**config.mk**
```make
export PLATFORM = sky130hd
export DESIGN_NAME = hangy_input_frontend_flat
export DESIGN_NICKNAME = d
export VERILOG_FILES = /design/src/rtl/hangy_pkg.sv /design/src/rtl/hangy_input_frontend_if.sv /design/src/rtl/hangy_debouncer.sv /design/src/rtl/hangy_input_frontend.sv /design/src/flat_wrapper.sv
export SDC_FILE = /design/constraint.sdc
export NUM_CORES = 1
export LEC_CHECK = 0
export BUFFER_PORTS_ARGS = -buffer_cell sky130_fd_sc_hd__clkbuf_2
export CAP_MARGIN = 5
export CORE_MARGIN = 2
export CORE_UTILIZATION = 40
export CTS_CLUSTER_DIAMETER = 120
export DETAILED_ROUTE_END_ITERATION = 12
export SLEW_MARGIN = 30
export SYNTH_ARGS = -nofsm -noshare
export SYNTH_HDL_FRONTEND = slang
export SYNTH_HIERARCHICAL = 1
export SYNTH_SLANG_ARGS = --single-unit
export TNS_END_PERCENT = 100
```
**constraint.sdc**
```tcl
create_clock -name clk -period 1.7 [get_ports clk]
set_input_delay 0.085 -clock clk [delete_from_list [all_inputs] [get_ports clk]]
set_output_delay 0.085 -clock clk [all_outputs]
set_load 0.005 [all_outputs]
```
**src/rtl/hangy_pkg.sv**
```systemverilog
// Shared types and constants for the hangman input front-end.
package hangy_pkg;

    localparam int unsigned FE_PIN_W   = 12;
    localparam int unsigned FE_CHAR_W  = 5;
    localparam int unsigned FE_IDX_W   = 6;
    localparam int unsigned FE_BTN_BIT = 5;

    localparam logic [FE_CHAR_W-1:0] FE_MAX_CHAR  = 5'd25;
    localparam logic [FE_IDX_W-1:0]  FE_LFSR_TAPS = 6'b110000;
    localparam logic [FE_IDX_W-1:0]  FE_LFSR_SEED = 6'h2D;

    typedef enum logic [1:0] {
        FE_IDLE,
        FE_SETUP,
        FE_PULSE,
        FE_HOLD
    } fe_state_t;

    // Core input word layout: {word_idx, next, char}
    typedef struct packed {
        logic [FE_IDX_W-1:0]  word_idx;
        logic                 next;
        logic [FE_CHAR_W-1:0] chr;
    } fe_core_in_t;

    // One Fibonacci step of x^6+x^5+1
    function automatic logic [FE_IDX_W-1:0] fe_lfsr_step(input logic [FE_IDX_W-1:0] s);
        return {s[FE_IDX_W-2:0], ^(s & FE_LFSR_TAPS)};
    endfunction

endpackage

```
**src/rtl/hangy_input_frontend_if.sv**
```systemverilog
// Pin-side / core-side bundle of the hangman input front-end.
interface hangy_fe_if;
    import hangy_pkg::*;

    logic [FE_PIN_W-1:0] pin_in;
    logic [FE_PIN_W-1:0] chip_input;
    logic                char_invalid;

    modport master (output pin_in, input chip_input, input char_invalid);
    modport slave  (input pin_in, output chip_input, output char_invalid);
endinterface

```
**src/rtl/hangy_debouncer.sv**
```systemverilog
// Accepts a level change only after DEBOUNCE_CYCLES consecutive cycles of disagreement.
module hangy_debouncer #(
    parameter int unsigned DEBOUNCE_CYCLES = 16
) (
    input  logic clk,
    input  logic rst_n,
    input  logic level_i,
    output logic btn_o
);

    localparam int unsigned CNT_W = $clog2(DEBOUNCE_CYCLES);
    localparam logic [CNT_W-1:0] CNT_LAST = CNT_W'(DEBOUNCE_CYCLES - 1);

    logic [CNT_W-1:0] cnt_q, cnt_d;
    logic             btn_q, btn_d;

    always_comb begin
        cnt_d = cnt_q;
        btn_d = btn_q;
        if (level_i == btn_q) begin
            cnt_d = '0;
        end else if (cnt_q == CNT_LAST) begin
            btn_d = level_i;
            cnt_d = '0;
        end else begin
            cnt_d = cnt_q + CNT_W'(1);
        end
    end

    always_ff @(posedge clk or negedge rst_n) begin
        if (!rst_n) begin
            cnt_q <= '0;
            btn_q <= 1'b0;
        end else begin
            cnt_q <= cnt_d;
            btn_q <= btn_d;
        end
    end

    assign btn_o = btn_q;

endmodule

```
**src/rtl/hangy_input_frontend.sv**
```systemverilog
// Synchronises game pins, debounces NEXT and emits one framed NEXT pulse per press.
// Build option: RANDOM_WORD_EN takes the word index from an internal LFSR.
module hangy_input_frontend
    import hangy_pkg::*;
#(
    parameter int unsigned          DEBOUNCE_CYCLES = 16,
    parameter logic [FE_IDX_W-1:0]  LFSR_SEED       = FE_LFSR_SEED,
    parameter logic [FE_CHAR_W-1:0] MAX_CHAR        = FE_MAX_CHAR
) (
    input  logic     clk,
    input  logic     rst_n,
    hangy_fe_if.slave fe
);

    logic [FE_PIN_W-1:0] sync1_q, sync2_q;
    logic                btn_q;
    logic [FE_IDX_W-1:0] idx_src;

    fe_state_t   state_q, state_d;
    fe_core_in_t out_q, out_d;
    logic        inv_q, inv_d;

    always_ff @(posedge clk or negedge rst_n) begin
        if (!rst_n) begin
            sync1_q <= '0;
            sync2_q <= '0;
        end else begin
            sync1_q <= fe.pin_in;
            sync2_q <= sync1_q;
        end
    end

    hangy_debouncer #(
        .DEBOUNCE_CYCLES (DEBOUNCE_CYCLES)
    ) u_debouncer (
        .clk     (clk),
        .rst_n   (rst_n),
        .level_i (sync2_q[FE_BTN_BIT]),
        .btn_o   (btn_q)
    );

`ifdef RANDOM_WORD_EN
    // All-zero seed would lock the LFSR
    localparam logic [FE_IDX_W-1:0] SEED_EFF = (LFSR_SEED == '0) ? FE_IDX_W'(1) : LFSR_SEED;

    logic [FE_IDX_W-1:0] lfsr_q;
    logic [FE_IDX_W-1:0] unused_pin_idx;

    always_ff @(posedge clk or negedge rst_n) begin
        if (!rst_n) lfsr_q <= SEED_EFF;
        else        lfsr_q <= fe_lfsr_step(lfsr_q);
    end

    assign idx_src        = lfsr_q;
    assign unused_pin_idx = sync2_q[FE_PIN_W-1:FE_CHAR_W+1];
`else
    logic [FE_IDX_W-1:0] unused_seed;

    assign idx_src     = sync2_q[FE_PIN_W-1:FE_CHAR_W+1];
    assign unused_seed = LFSR_SEED;
`endif

    // Capture on accepted press, one setup cycle, one pulse cycle, hold until release
    always_comb begin
        state_d    = state_q;
        out_d      = out_q;
        out_d.next = 1'b0;
        inv_d      = inv_q;
        case (state_q)
            FE_IDLE: begin
                if (btn_q) begin
                    out_d.chr      = sync2_q[FE_CHAR_W-1:0];
                    out_d.word_idx = idx_src;
                    inv_d          = (sync2_q[FE_CHAR_W-1:0] > MAX_CHAR);
                    state_d        = FE_SETUP;
                end
            end
            FE_SETUP: begin
                out_d.next = 1'b1;
                state_d    = FE_PULSE;
            end
            FE_PULSE: begin
                state_d = FE_HOLD;
            end
            FE_HOLD: begin
                if (!btn_q) state_d = FE_IDLE;
            end
            default: begin
                state_d = FE_IDLE;
            end
        endcase
    end

    always_ff @(posedge clk or negedge rst_n) begin
        if (!rst_n) begin
            state_q <= FE_IDLE;
            out_q   <= '0;
            inv_q   <= 1'b0;
        end else begin
            state_q <= state_d;
            out_q   <= out_d;
            inv_q   <= inv_d;
        end
    end

    assign fe.chip_input   = out_q;
    assign fe.char_invalid = inv_q;

endmodule

```
**src/flat_wrapper.sv**
```systemverilog
// flat-port wrapper written by rule: the top's interface ports become plain ports
module hangy_input_frontend_flat import hangy_pkg::*;
#(
    parameter int unsigned          DEBOUNCE_CYCLES = 16,
    parameter logic [FE_IDX_W-1:0]  LFSR_SEED       = FE_LFSR_SEED,
    parameter logic [FE_CHAR_W-1:0] MAX_CHAR        = FE_MAX_CHAR
)
  (clk, rst_n, fe_pin_in, fe_chip_input, fe_char_invalid);
  hangy_fe_if fe_i ();
  input  logic clk;
  input  logic rst_n;
  input wire logic [$bits(fe_i.pin_in)-1:0] fe_pin_in;
  output wire logic [$bits(fe_i.chip_input)-1:0] fe_chip_input;
  output wire logic [$bits(fe_i.char_invalid)-1:0] fe_char_invalid;
  assign fe_i.pin_in = fe_pin_in;
  assign fe_chip_input = fe_i.chip_input;
  assign fe_char_invalid = fe_i.char_invalid;
  hangy_input_frontend #(.DEBOUNCE_CYCLES(DEBOUNCE_CYCLES), .LFSR_SEED(LFSR_SEED), .MAX_CHAR(MAX_CHAR)) u_core (.clk(clk), .rst_n(rst_n), .fe(fe_i));
endmodule
```
# Yosys cells after proc, flatten, opt, wreduce, memory -nomap -nowiden
# Index checks and enable logic that the tools add are counted.
# classes
n_mux	6
n_lt_le_gt_ge	1
bitwise_logic	1
eq_ne	7
add_sub_neg	1
reduce_logical	4
# ops
op	n
two-way mux 4 bit	2
case mux 2 bit (4 select lines)	1
AND reduction 2 bit	3
greater-than comparator 5 bit (second input constant)	1
adder 4 x 1 -> 4 bit (second input constant)	1
== test 2 bit (second input constant)	2
== test 4 bit (second input constant)	1
two-way mux 2 bit	2
inequality test 2 bit (second input constant)	2
== test 2 x 1 -> 1 bit (second input constant)	1
logical NOT 2 bit	1
== test 1 bit	1
two-way mux 1 bit	1
inverter 1 bit	1
# word_totals
word_cells	29
in_bits	14
ff_bits	44
output_inout_bits	13

# Depth between registers and ports, before layout
# Gate-level depths: netlist of the first run.
# depth
depth_word	3
mapped_depth	5
ltp_nobuf	4

# By module
# Netlist of the first run, hierarchy kept.
# by_module_without_submodules
module	seq_area_each_um2	area_each_um2	instances	cells_each
hangy_input_frontend	975.9	1275.0	1	66
hangy_debouncer	125.1	230.2	1	18

# Worst setup path before layout of the first run
# Ideal clock, no wire load.
# synth_timing
path_type	reg-to-reg
from	register u_core.state_q[0]
to	register u_core.state_q[1]
stages_incl_launch_ff	5
arrival_time_ps	1207
t_required_ps	1575
setup_time_ps	125
path_slack_ps	368
cell_sequence	dfrtp_1 inv_1 ha_1 mux2i_1 mux2_2
# synth_between
elab_chain_len	3
word_cells_on_any_way	8
# synth_lines
element	line_no	source
from (decl)	hangy_input_frontend.sv:19	fe_state_t state_q, state_d;
from (signal assigned)	hangy_input_frontend.sv:100	state_q <= state_d;
== test 2 bit / logical NOT 2 bit (equally long branches)	hangy_input_frontend.sv:69	case (state_q)
inequality test 2 bit (no source line)	-	
AND reduction 2 bit (no source line)	-	
# Several ways; a longest one is shown, not always the timed one.
# A chain may end at the register's enable or synchronous reset.

# Worst setup path after layout of the first run
# layout_timing
from	register u_core.state_q[0]
to	register u_core.out_q, in the netlist u_core/fe.chip_input[4]
# layout_between
elab_chain_len	2
# layout_lines
element	line_no	source
logical NOT 2 bit	hangy_input_frontend.sv:69	
AND reduction 2 bit (no source line)	-	
to (signal assigned)	hangy_input_frontend.sv:101	out_q <= out_d;
to (decl)	hangy_input_frontend.sv:20	fe_core_in_t out_q, out_d;
# Every way passes these cells.

==> metrics.txt, run 1 <==
# TYPE chip_impl_metric gauge
chip_impl_metric{name="start_util",unit="%"} 41.4
chip_impl_metric{name="routed_via_density",unit=""} 4.40
chip_impl_metric{name="critical_path.max_stage_delay",unit="ns"} 0.38
chip_impl_metric{name="grt_antenna_before_repair",unit=""} 0
chip_impl_metric{name="tritoncts_num_sinks",unit=""} 44
chip_impl_metric{name="setup_violations",unit=""} 0
chip_impl_metric{name="place_congestion",unit=""} 0.628
chip_impl_metric{name="hpwl",unit="mm"} 1.34
chip_impl_metric{name="routed_wirelength",unit="mm"} 2.17
chip_impl_metric{name="r2r_slack",unit="ns"} 0.19
chip_impl_metric{name="report.final.slew_viol_count",unit=""} 0
chip_impl_metric{name="comb_power_share",unit="%"} 11.7
chip_impl_metric{name="instances_no_fill",unit=""} 179
chip_impl_metric{name="design_area",unit="µm²"} 1910
chip_impl_metric{name="worstRegToRegCells",unit=""} 4
chip_impl_metric{name="upper_clock_frequency_limit",unit="MHz"} 662
chip_impl_info{name="hold_path_end",value="u_core/sync2_q[2]"} 1
chip_impl_metric{name="grt_remaining_overflow",unit=""} 0
chip_impl_metric{name="routed-wl-met3",unit="µm"} 146
chip_impl_metric{name="final_layout_size_suffix_gt1_share",unit="%"} 37.4
chip_impl_metric{name="synth_cell_type_count",unit=""} 18
chip_impl_metric{name="chip_width",unit="µm"} 65.3
chip_impl_metric{name="p_int",unit="mW"} 1.58
chip_impl_metric{name="vdd_drop_max",unit="µV"} 452
chip_impl_info{name="crit-reg2reg-capture",value="u_core/fe.chip_input[4]"} 1
chip_impl_metric{name="chipHeight",unit="µm"} 65.3
chip_impl_metric{name="syn2layout_area_growth",unit="%"} 27.0
chip_impl_info{name="clock_tree_from_tritoncts",value="done"} 1
chip_impl_metric{name="dpl.cell_count",unit=""} 158
chip_impl_metric{name="detail_route.iter0.violations",unit=""} 34
chip_impl_metric{name="syn_area_per_cell",unit="µm²"} 17.9
chip_impl_metric{name="fp.coreArea",unit="µm²"} 3630
chip_impl_info{name="critical_path.endpoint_type",value="register"} 1
chip_impl_metric{name="seq_area_frac_synth",unit="%"} 73.2
chip_impl_metric{name="avgRoutedWirePerCell",unit="µm"} 12.1
chip_impl_metric{name="count_of_fill_cells_added_during_filler_insertion",unit=""} 333
chip_impl_metric{name="finalCoreUtilization",unit="%"} 52.6
chip_impl_metric{name="power.leakage",unit="nW"} 0.971
chip_impl_info{name="cp_top_family",value="flip-flops"} 1
chip_impl_metric{name="fp.dieArea",unit="µm²"} 4270
chip_impl_metric{name="insertedDiodeCount",unit=""} 0
chip_impl_metric{name="total_net_switching_power",unit="mW"} 0.482
chip_impl_metric{name="ys.warnings.count",unit=""} 6
chip_impl_metric{name="placement.io_buffers",unit=""} 26
chip_impl_metric{name="drt.antenna.violating_nets",unit=""} 0
chip_impl_metric{name="total_iterations_of_the_first_detailed_routing_run",unit=""} 4
chip_impl_metric{name="maximum_capacitance_violations",unit=""} 0
chip_impl_metric{name="path_buf_inv",unit=""} 1
chip_impl_metric{name="p_seq_share",unit="%"} 56.5
chip_impl_metric{name="clockPowerShare",unit="%"} 31.7
chip_impl_info{name="regToRegStartpoint",value="u_core/state_q[0]"} 1
chip_impl_info{name="critical-path-slowest-cell",value="dfrtp_1"} 1
chip_impl_metric{name="worst-path-max-fanout",unit=""} 12
chip_impl_metric{name="detailroute.wirelength.met2",unit="mm"} 1.04
chip_impl_metric{name="totalNegativeSetupSlack",unit="ns"} 0
chip_impl_metric{name="cts_post_setup_buffers_inserted",unit=""} 0
chip_impl_info{name="critPathKind",value="reg2reg"} 1
chip_impl_metric{name="timing.slew.headroom",unit="%"} 64.2
chip_impl_metric{name="post_cts_resize_count",unit=""} 0
chip_impl_metric{name="route.layer.met1.wl",unit="µm"} 945
chip_impl_metric{name="whs_path_depth",unit=""} 0
chip_impl_info{name="start_kind",value="register"} 1
chip_impl_metric{name="vias",unit=""} 788
chip_impl_metric{name="worstMarginPinSlew",unit="ns"} 0.537
chip_impl_metric{name="cp.arrival",unit="ns"} 1.69
chip_impl_metric{name="rows",unit=""} 22
chip_impl_metric{name="maximum_clock_path_buffer_count",unit=""} 2
chip_impl_metric{name="hold_violation_count_in_the_final_report",unit=""} 0
chip_impl_metric{name="first_global_vias",unit=""} 814
chip_impl_metric{name="mappedNetlistArea",unit="µm²"} 1510
chip_impl_metric{name="timing.critical_path.required",unit="ns"} 1.88
chip_impl_metric{name="detail_route.drc_violations",unit=""} 0
chip_impl_metric{name="grt_first_pass_wirelength",unit="mm"} 3.84
chip_impl_metric{name="io_pins",unit=""} 27
chip_impl_metric{name="timing.final.crit_period",unit="ns"} 1.51
chip_impl_metric{name="timing.clock.skew",unit="ns"} 0.00428
chip_impl_metric{name="h-tree-depth",unit=""} 2
chip_impl_metric{name="powerDensity",unit="nW/µm²"} 1080
chip_impl_metric{name="regArea",unit="µm²"} 1100
chip_impl_metric{name="clock_insertion_delay_worst_skew",unit="ns"} 0.29
chip_impl_metric{name="sw_frac_of_total",unit="%"} 23.4
chip_impl_info{name="critical_path.cell_chain",value="inv_1 > ha_1 > nand2_2 > mux2_2"} 1
chip_impl_metric{name="placed_cell_area",unit="µm²"} 1690
chip_impl_metric{name="largest_net_degree_at_the_start_of_global_routing",unit=""} 45
chip_impl_metric{name="groute.usage.overall",unit="%"} 12.7
chip_impl_metric{name="clock_pin_transition_on_the_worst_setup_and_hold_timing_paths",unit="ns"} 0.07
chip_impl_info{name="unrepaired_setup_endpoints_after_global_routing",value="false"} 1
chip_impl_metric{name="synthesis.instances",unit=""} 84
chip_impl_metric{name="yosys_register_bits",unit=""} 44
chip_impl_info{name="worst_hold_startpoint",value="u_core/sync1_q[2]"} 1
chip_impl_info{name="outcome",value="finished, final reports clean"} 1
chip_impl_metric{name="synth_nets",unit=""} 104
chip_impl_info{name="topRoutingLayerUsed",value="met4"} 1
chip_impl_metric{name="num-nets-final",unit=""} 150
chip_impl_metric{name="post-route-period-util",unit="%"} 88.8
chip_impl_info{name="hp-class",value="reg2reg"} 1
chip_impl_metric{name="clock_buffer_count_from_cts",unit=""} 5
chip_impl_metric{name="multi_input_comb_area",unit="µm²"} 382
chip_impl_info{name="clockRootBuffer",value="clkbuf_8"} 1
==> final cells by class <==
class                           count  area share, %
Multi-Input combinational cell     36           20.0
Sequential cell                    44           57.6
Clock buffer                        8           4.71
Tap cell                           48           3.14
Timing Repair Buffer               40           14.0
Inverter                            3          0.589
==> cell usage after synthesis, drive strengths merged <==
master | n | area [µm²]
dfrtp | 44 | 1100
mux2 | 13 | 184
ha | 6 | 75.1
inv | 3 | 11.3
nor2 | 3 | 11.3
a21oi | 2 | 10.0
mux2i | 2 | 20.0
xnor2 | 2 | 17.5
buf | 1 | 11.3
nand2 | 1 | 6.26
nand3 | 1 | 10.0
nand4 | 1 | 6.26
nand4b | 1 | 8.76
nor2b | 1 | 6.26
nor3b | 1 | 12.5
o21ai | 1 | 5.00
o2bb2ai | 1 | 8.76
==> how the worst max path moves through the flow <==
stage,cells after the start,to,startpoint,slack (ns)
3_5_place_dp,4,u_core/fe.chip_input[4],u_core/state_q[0],0.18
6_report,4,u_core/fe.chip_input[4],u_core/state_q[0],0.19
5_1_grt,4,u_core/fe.chip_input[11],u_core/state_q[0],0.08
3_3_place_gp,4,u_core/fe.chip_input[11],u_core/state_q[0],0.24
2_1_floorplan,4,u_core/state_q[1],u_core/state_q[0],0.37
4_1_cts,4,u_core/fe.chip_input[11],u_core/state_q[0],0.17
==> kinds of logic after synthesis <==
family,share of synthesized area [%]
simple gates,4.07
xor+xnor,1.16
fa+ha+maj,4.99
buf+inv,1.50
flops,73.2
compound gates,1.58
mux,13.5
==> power by group through the flow <==
stage | clock network, mW | registers, mW | logic (mW)
6_report | 0.653 | 1.16 | 0.241
5_1_grt | 0.732 | 1.17 | 0.286
4_1_cts | 0.687 | 1.16 | 0.248
3_5_place_dp | 0 | 1.19 | 0.223
3_3_place_gp | 0 | 1.18 | 0.215
2_1_floorplan | 0 | 1.18 | 0.145
==> state kept, by name, indices dropped and copies added (netlist names) <==
name / cells
u_core/state_q: 2
u_core/sync1_q: 12
u_core/u_debouncer/cnt_q: 4
u_core/fe.char_invalid: 1
u_core/sync2_q: 12
u_core/fe.chip_input: 12
u_core/u_debouncer/btn_o: 1
==> stage by stage <==
| stage | hold WS, ns | power [mW] | worst slack [ns] |
|---|---|---|---|
| 2_1_floorplan | -0.211 | 1.32 | 0.368 |
| 3_3_place_gp | 0.183 | 1.39 | 0.238 |
| 3_5_place_dp | 0.193 | 1.41 | 0.180 |
| 4_1_cts | 0.352 | 2.10 | 0.174 |
| 5_1_grt | 0.354 | 2.19 | 0.0821 |
| 6_report | 0.350 | 2.06 | 0.190 |
==> layer usage <==
layer | GRT usage [%] | vias up
li1 | - | 373
met1 | 15.7 | 388
met2 | 17.7 | 22
met3 | 6.85 | 5
met4 | 7.03 | 0
met5 | 0 | -
==> cells in the final DEF (no fill, tap or decap) <==
cell	instances
mux2_4	10
nor3b_2	1
nand3_2	1
a21oi_1	2
nand2_2	1
o21ai_0	1
nand4_1	1
clkbuf_2	26
dlygate4sd3_1	13
dfrtp_1	44
nor2_1	3
clkbuf_8	6
mux2_2	3
nor2b_1	1
buf_4	1
mux2i_1	2
xnor2_1	2
clkbuf_1	2
ha_1	6
inv_1	3
o2bb2ai_1	1
nand4b_1	1
==> what timing repair did <==
action | CTS | global route
hold buffers | 13 | 0
endpoints found under the setup margin | 0 | 0
endpoints found under the hold margin | 56 | 0
Power figures use the tool's default switching activity.
==> inputs of run 2 (changes only) <==
- ABC_AREA: default -> 1
- CORE_UTILIZATION: 40 -> 45
- PLACE_DENSITY: default -> 0.67
==> run 2 against run 1 <==
Effect of this change: final cell count is 25% higher; synthesized cell count is 55% higher; wire length is 11% higher; critical path type unchanged; critical endpoint is now u_core/fe.chip_input[6].
==> metrics.txt, run 2 <==
# TYPE chip_impl_metric gauge
chip_impl_info{name="outcome",value="finished, final reports clean"} 1
chip_impl_metric{name="totalNegativeSetupSlack",unit="ns"} 0
chip_impl_metric{name="finalCoreUtilization",unit="%"} 58.7
chip_impl_info{name="critical-path-slowest-cell",value="dfrtp_1"} 1
chip_impl_metric{name="timing.clock.skew",unit="ns"} 0.00709
chip_impl_info{name="crit-reg2reg-capture",value="u_core/fe.chip_input[6]"} 1
chip_impl_metric{name="setup_violations",unit=""} 0
chip_impl_metric{name="syn2layout_area_growth",unit="%"} 27.8
chip_impl_info{name="unrepaired_setup_endpoints_after_global_routing",value="false"} 1
chip_impl_metric{name="instances_no_fill",unit=""} 223
chip_impl_metric{name="insertedDiodeCount",unit=""} 0
chip_impl_metric{name="r2r_slack",unit="ns"} 0.22
chip_impl_metric{name="hold_violation_count_in_the_final_report",unit=""} 0
chip_impl_metric{name="h-tree-depth",unit=""} 2
chip_impl_metric{name="total_iterations_of_the_first_detailed_routing_run",unit=""} 5
chip_impl_metric{name="fp.coreArea",unit="µm²"} 3280
chip_impl_metric{name="vias",unit=""} 985
chip_impl_metric{name="groute.usage.overall",unit="%"} 14.8
chip_impl_metric{name="drt.antenna.violating_nets",unit=""} 0
chip_impl_metric{name="maximum_clock_path_buffer_count",unit=""} 2
chip_impl_metric{name="first_global_vias",unit=""} 886
chip_impl_metric{name="total_net_switching_power",unit="mW"} 0.517
chip_impl_metric{name="cts_post_setup_buffers_inserted",unit=""} 0
chip_impl_metric{name="timing.final.crit_period",unit="ns"} 1.48
chip_impl_metric{name="p_seq_share",unit="%"} 52.8
chip_impl_metric{name="post-place-ws",unit="ns"} 0.222
chip_impl_metric{name="routed_via_density",unit=""} 4.42
chip_impl_metric{name="clock_buffer_count_from_cts",unit=""} 5
chip_impl_metric{name="critical_path.max_stage_delay",unit="ns"} 0.43
chip_impl_metric{name="largest_net_degree_at_the_start_of_global_routing",unit=""} 29
chip_impl_metric{name="regArea",unit="µm²"} 1100
chip_impl_info{name="layout.cells.most_common",value="nand2_1"} 1
chip_impl_metric{name="synth_nets",unit=""} 150
chip_impl_metric{name="globalRouteMet1Util",unit="%"} 16.5
chip_impl_metric{name="num-nets-final",unit=""} 197
chip_impl_metric{name="globalRouteMet3Util",unit="%"} 5.59
chip_impl_metric{name="timing.critical_path.required",unit="ns"} 1.94
chip_impl_metric{name="mappedNetlistArea",unit="µm²"} 1510
chip_impl_metric{name="detail_route.drc_violations",unit=""} 0
chip_impl_info{name="crit_top_cell",value="nand2_1"} 1
chip_impl_metric{name="count_of_fill_cells_added_during_filler_insertion",unit=""} 280
chip_impl_metric{name="tritoncts_num_sinks",unit=""} 44
chip_impl_metric{name="detail_route.iter0.violations",unit=""} 39
chip_impl_metric{name="grt_first_pass_wirelength",unit="mm"} 3.86
chip_impl_metric{name="yosys_register_bits",unit=""} 44
chip_impl_info{name="ys_top_cells_by_count",value="nand2_1, dfrtp_1, inv_1"} 1
chip_impl_info{name="critical_path.endpoint_type",value="register"} 1
chip_impl_metric{name="clock_insertion_delay_worst_skew",unit="ns"} 0.34
chip_impl_info{name="critPathKind",value="reg2reg"} 1
chip_impl_metric{name="upper_clock_frequency_limit",unit="MHz"} 674
chip_impl_metric{name="final_layout_size_suffix_gt1_share",unit="%"} 20.9
chip_impl_info{name="synthMostInstantiatedCell",value="nand2_1"} 1
chip_impl_metric{name="vdd_drop_max",unit="µV"} 604
chip_impl_metric{name="ys.warnings.count",unit=""} 6
chip_impl_metric{name="seq_area_frac_synth",unit="%"} 73.0
chip_impl_metric{name="rows",unit=""} 21
chip_impl_metric{name="synth_edf_count",unit=""} 0
chip_impl_metric{name="worstMarginPinSlew",unit="ns"} 0.629
chip_impl_metric{name="multi_input_comb_area",unit="µm²"} 339
chip_impl_metric{name="hpwl",unit="mm"} 1.65
chip_impl_metric{name="placement.io_buffers",unit=""} 26
chip_impl_info{name="yosys.area.top_type",value="dfrtp_1"} 1
chip_impl_metric{name="clockPowerShare",unit="%"} 34.1
chip_impl_metric{name="setup_ws",unit="ns"} 0.217
chip_impl_metric{name="power.leakage",unit="nW"} 1.04
chip_impl_metric{name="avgRoutedWirePerCell",unit="µm"} 10.8
chip_impl_metric{name="clock_pin_transition_on_the_worst_setup_and_hold_timing_paths",unit="ns"} 0.12
chip_impl_metric{name="grt_remaining_overflow",unit=""} 0
chip_impl_metric{name="chipHeight",unit="µm"} 61.9
chip_impl_info{name="hp-class",value="in2async"} 1
chip_impl_metric{name="maximum_capacitance_violations",unit=""} 0
chip_impl_metric{name="io_pins",unit=""} 27
chip_impl_metric{name="synth_top_area_share",unit="%"} 73.0
chip_impl_info{name="clockRootBuffer",value="clkbuf_4"} 1
chip_impl_info{name="critical_path.cell_chain",value="inv_1 > ha_1 > nand2_2 > clkinv_2 > nand2_1 > nand2_1"} 1
chip_impl_metric{name="synth_async_sr_flop_share",unit="%"} 100
chip_impl_metric{name="powerDensity",unit="nW/µm²"} 1150
chip_impl_metric{name="post-route-period-util",unit="%"} 87.3
chip_impl_metric{name="grt_util_met2",unit="%"} 24.4
chip_impl_metric{name="cp.arrival",unit="ns"} 1.73
chip_impl_metric{name="comb_power_share",unit="%"} 13.2
chip_impl_metric{name="worst-path-max-fanout",unit=""} 15
chip_impl_metric{name="routed_wirelength",unit="mm"} 2.41
chip_impl_metric{name="report.final.slew_viol_count",unit=""} 0
chip_impl_metric{name="synthesis.instances",unit=""} 130
chip_impl_info{name="start_kind",value="register"} 1
chip_impl_metric{name="chip_width",unit="µm"} 61.9
chip_impl_metric{name="timing.slew.headroom",unit="%"} 58.1
chip_impl_metric{name="fp.dieArea",unit="µm²"} 3830
chip_impl_metric{name="worstRegToRegCells",unit=""} 6
chip_impl_metric{name="p_total",unit="mW"} 2.21
chip_impl_metric{name="start_util",unit="%"} 45.9
chip_impl_metric{name="dpl.cell_count",unit=""} 203
chip_impl_info{name="most-common-layout-cells",value="nand2_1, dfrtp_1, clkbuf_2, inv_1, dlygate4sd3_1"} 1
chip_impl_metric{name="syn_area_per_cell",unit="µm²"} 11.6
chip_impl_metric{name="sw_frac_of_total",unit="%"} 23.4
chip_impl_metric{name="synth_cell_type_count",unit=""} 13
chip_impl_info{name="clock_tree_from_tritoncts",value="done"} 1
chip_impl_metric{name="post_cts_resize_count",unit=""} 0
chip_impl_info{name="regToRegStartpoint",value="u_core/state_q[0]"} 1
chip_impl_metric{name="grt_antenna_before_repair",unit=""} 0
chip_impl_metric{name="p_int",unit="mW"} 1.70
chip_impl_info{name="synthFlopType",value="dfrtp_1"} 1
chip_impl_info{name="synth.area.top_cells",value="dfrtp_1, nand2_1, ha_1"} 1
chip_impl_metric{name="place_congestion",unit=""} 0.766
chip_impl_info{name="busiest_layer",value="met2"} 1
-- run 2: cell type report --
class / instances / share of cell area [%]
repair buffers: 41 / 14.3
inverters: 15 / 2.99
clock buffers: 5 / 1.95
flip-flops and latches: 44 / 57.1
well taps: 46 / 2.99
clock inverters: 2 / 3.11
multi-input cells: 70 / 17.6
-- run 2: worst max-delay path by stage --
stage	startpoint	endpoint	slack, ns	cells past startpoint
after global placement	u_core/state_q[0]	u_core/fe.char_invalid	0.36	6
after detailed placement	u_core/state_q[0]	u_core/fe.chip_input[6]	0.22	6
after floorplan	u_core/state_q[0]	u_core/fe.char_invalid	0.56	6
after global routing	u_core/state_q[0]	u_core/fe.chip_input[6]	0.11	6
after CTS	u_core/state_q[0]	u_core/fe.chip_input[6]	0.21	6
final	u_core/state_q[0]	u_core/fe.chip_input[6]	0.22	6
-- run 2: routing by layer --
layer  routed length (µm)  part of all wire [%]
met1                  998                    41
met2                 1240                    52
met4                   70                   2.9
met5                    0                     0
met3                   93                   3.9
-- run 2: what timing repair did --
item                                    in CTS  in global routing
hold buffers                                13                  0
endpoints found under the setup margin       0                  0
hold endpoints to repair                    38                  0
-- run 2: cell families after synthesis --
family | after synthesis | share of synthesized area (%)
compound gates | 3 | 0.995
flops | 44 | 73.0
simple gates | 60 | 15.9
fa+ha+maj | 6 | 4.97
xor+xnor | 1 | 0.581
buf+inv | 16 | 4.56
-- run 2: power by group through the flow --
stage	Sequential, mW	Combinational, mW	Clock [mW]
global placement	1.18	0.239	0
detailed placement	1.19	0.265	0
floorplan	1.18	0.170	0
global route	1.18	0.343	0.833
CTS	1.17	0.295	0.780
finish	1.17	0.292	0.754
-- run 2: worst max-delay path, delay by kind of cell (launching register included) --
kind	cells	cell delay [ns]
adders and majority gates	1	0.24
and+or+nand+nor	3	0.40
DFF	1	0.43
buffers and inverters	2	0.31
-- run 2: stage by stage --
step,instance area (µm²),hold slack (ns)
4_1_cts,1930,0.280
3_5_place_dp,1700,0.132
6_report,1930,0.303
3_3_place_gp,1700,0.123
5_1_grt,1930,0.326
2_1_floorplan,1510,-0.211
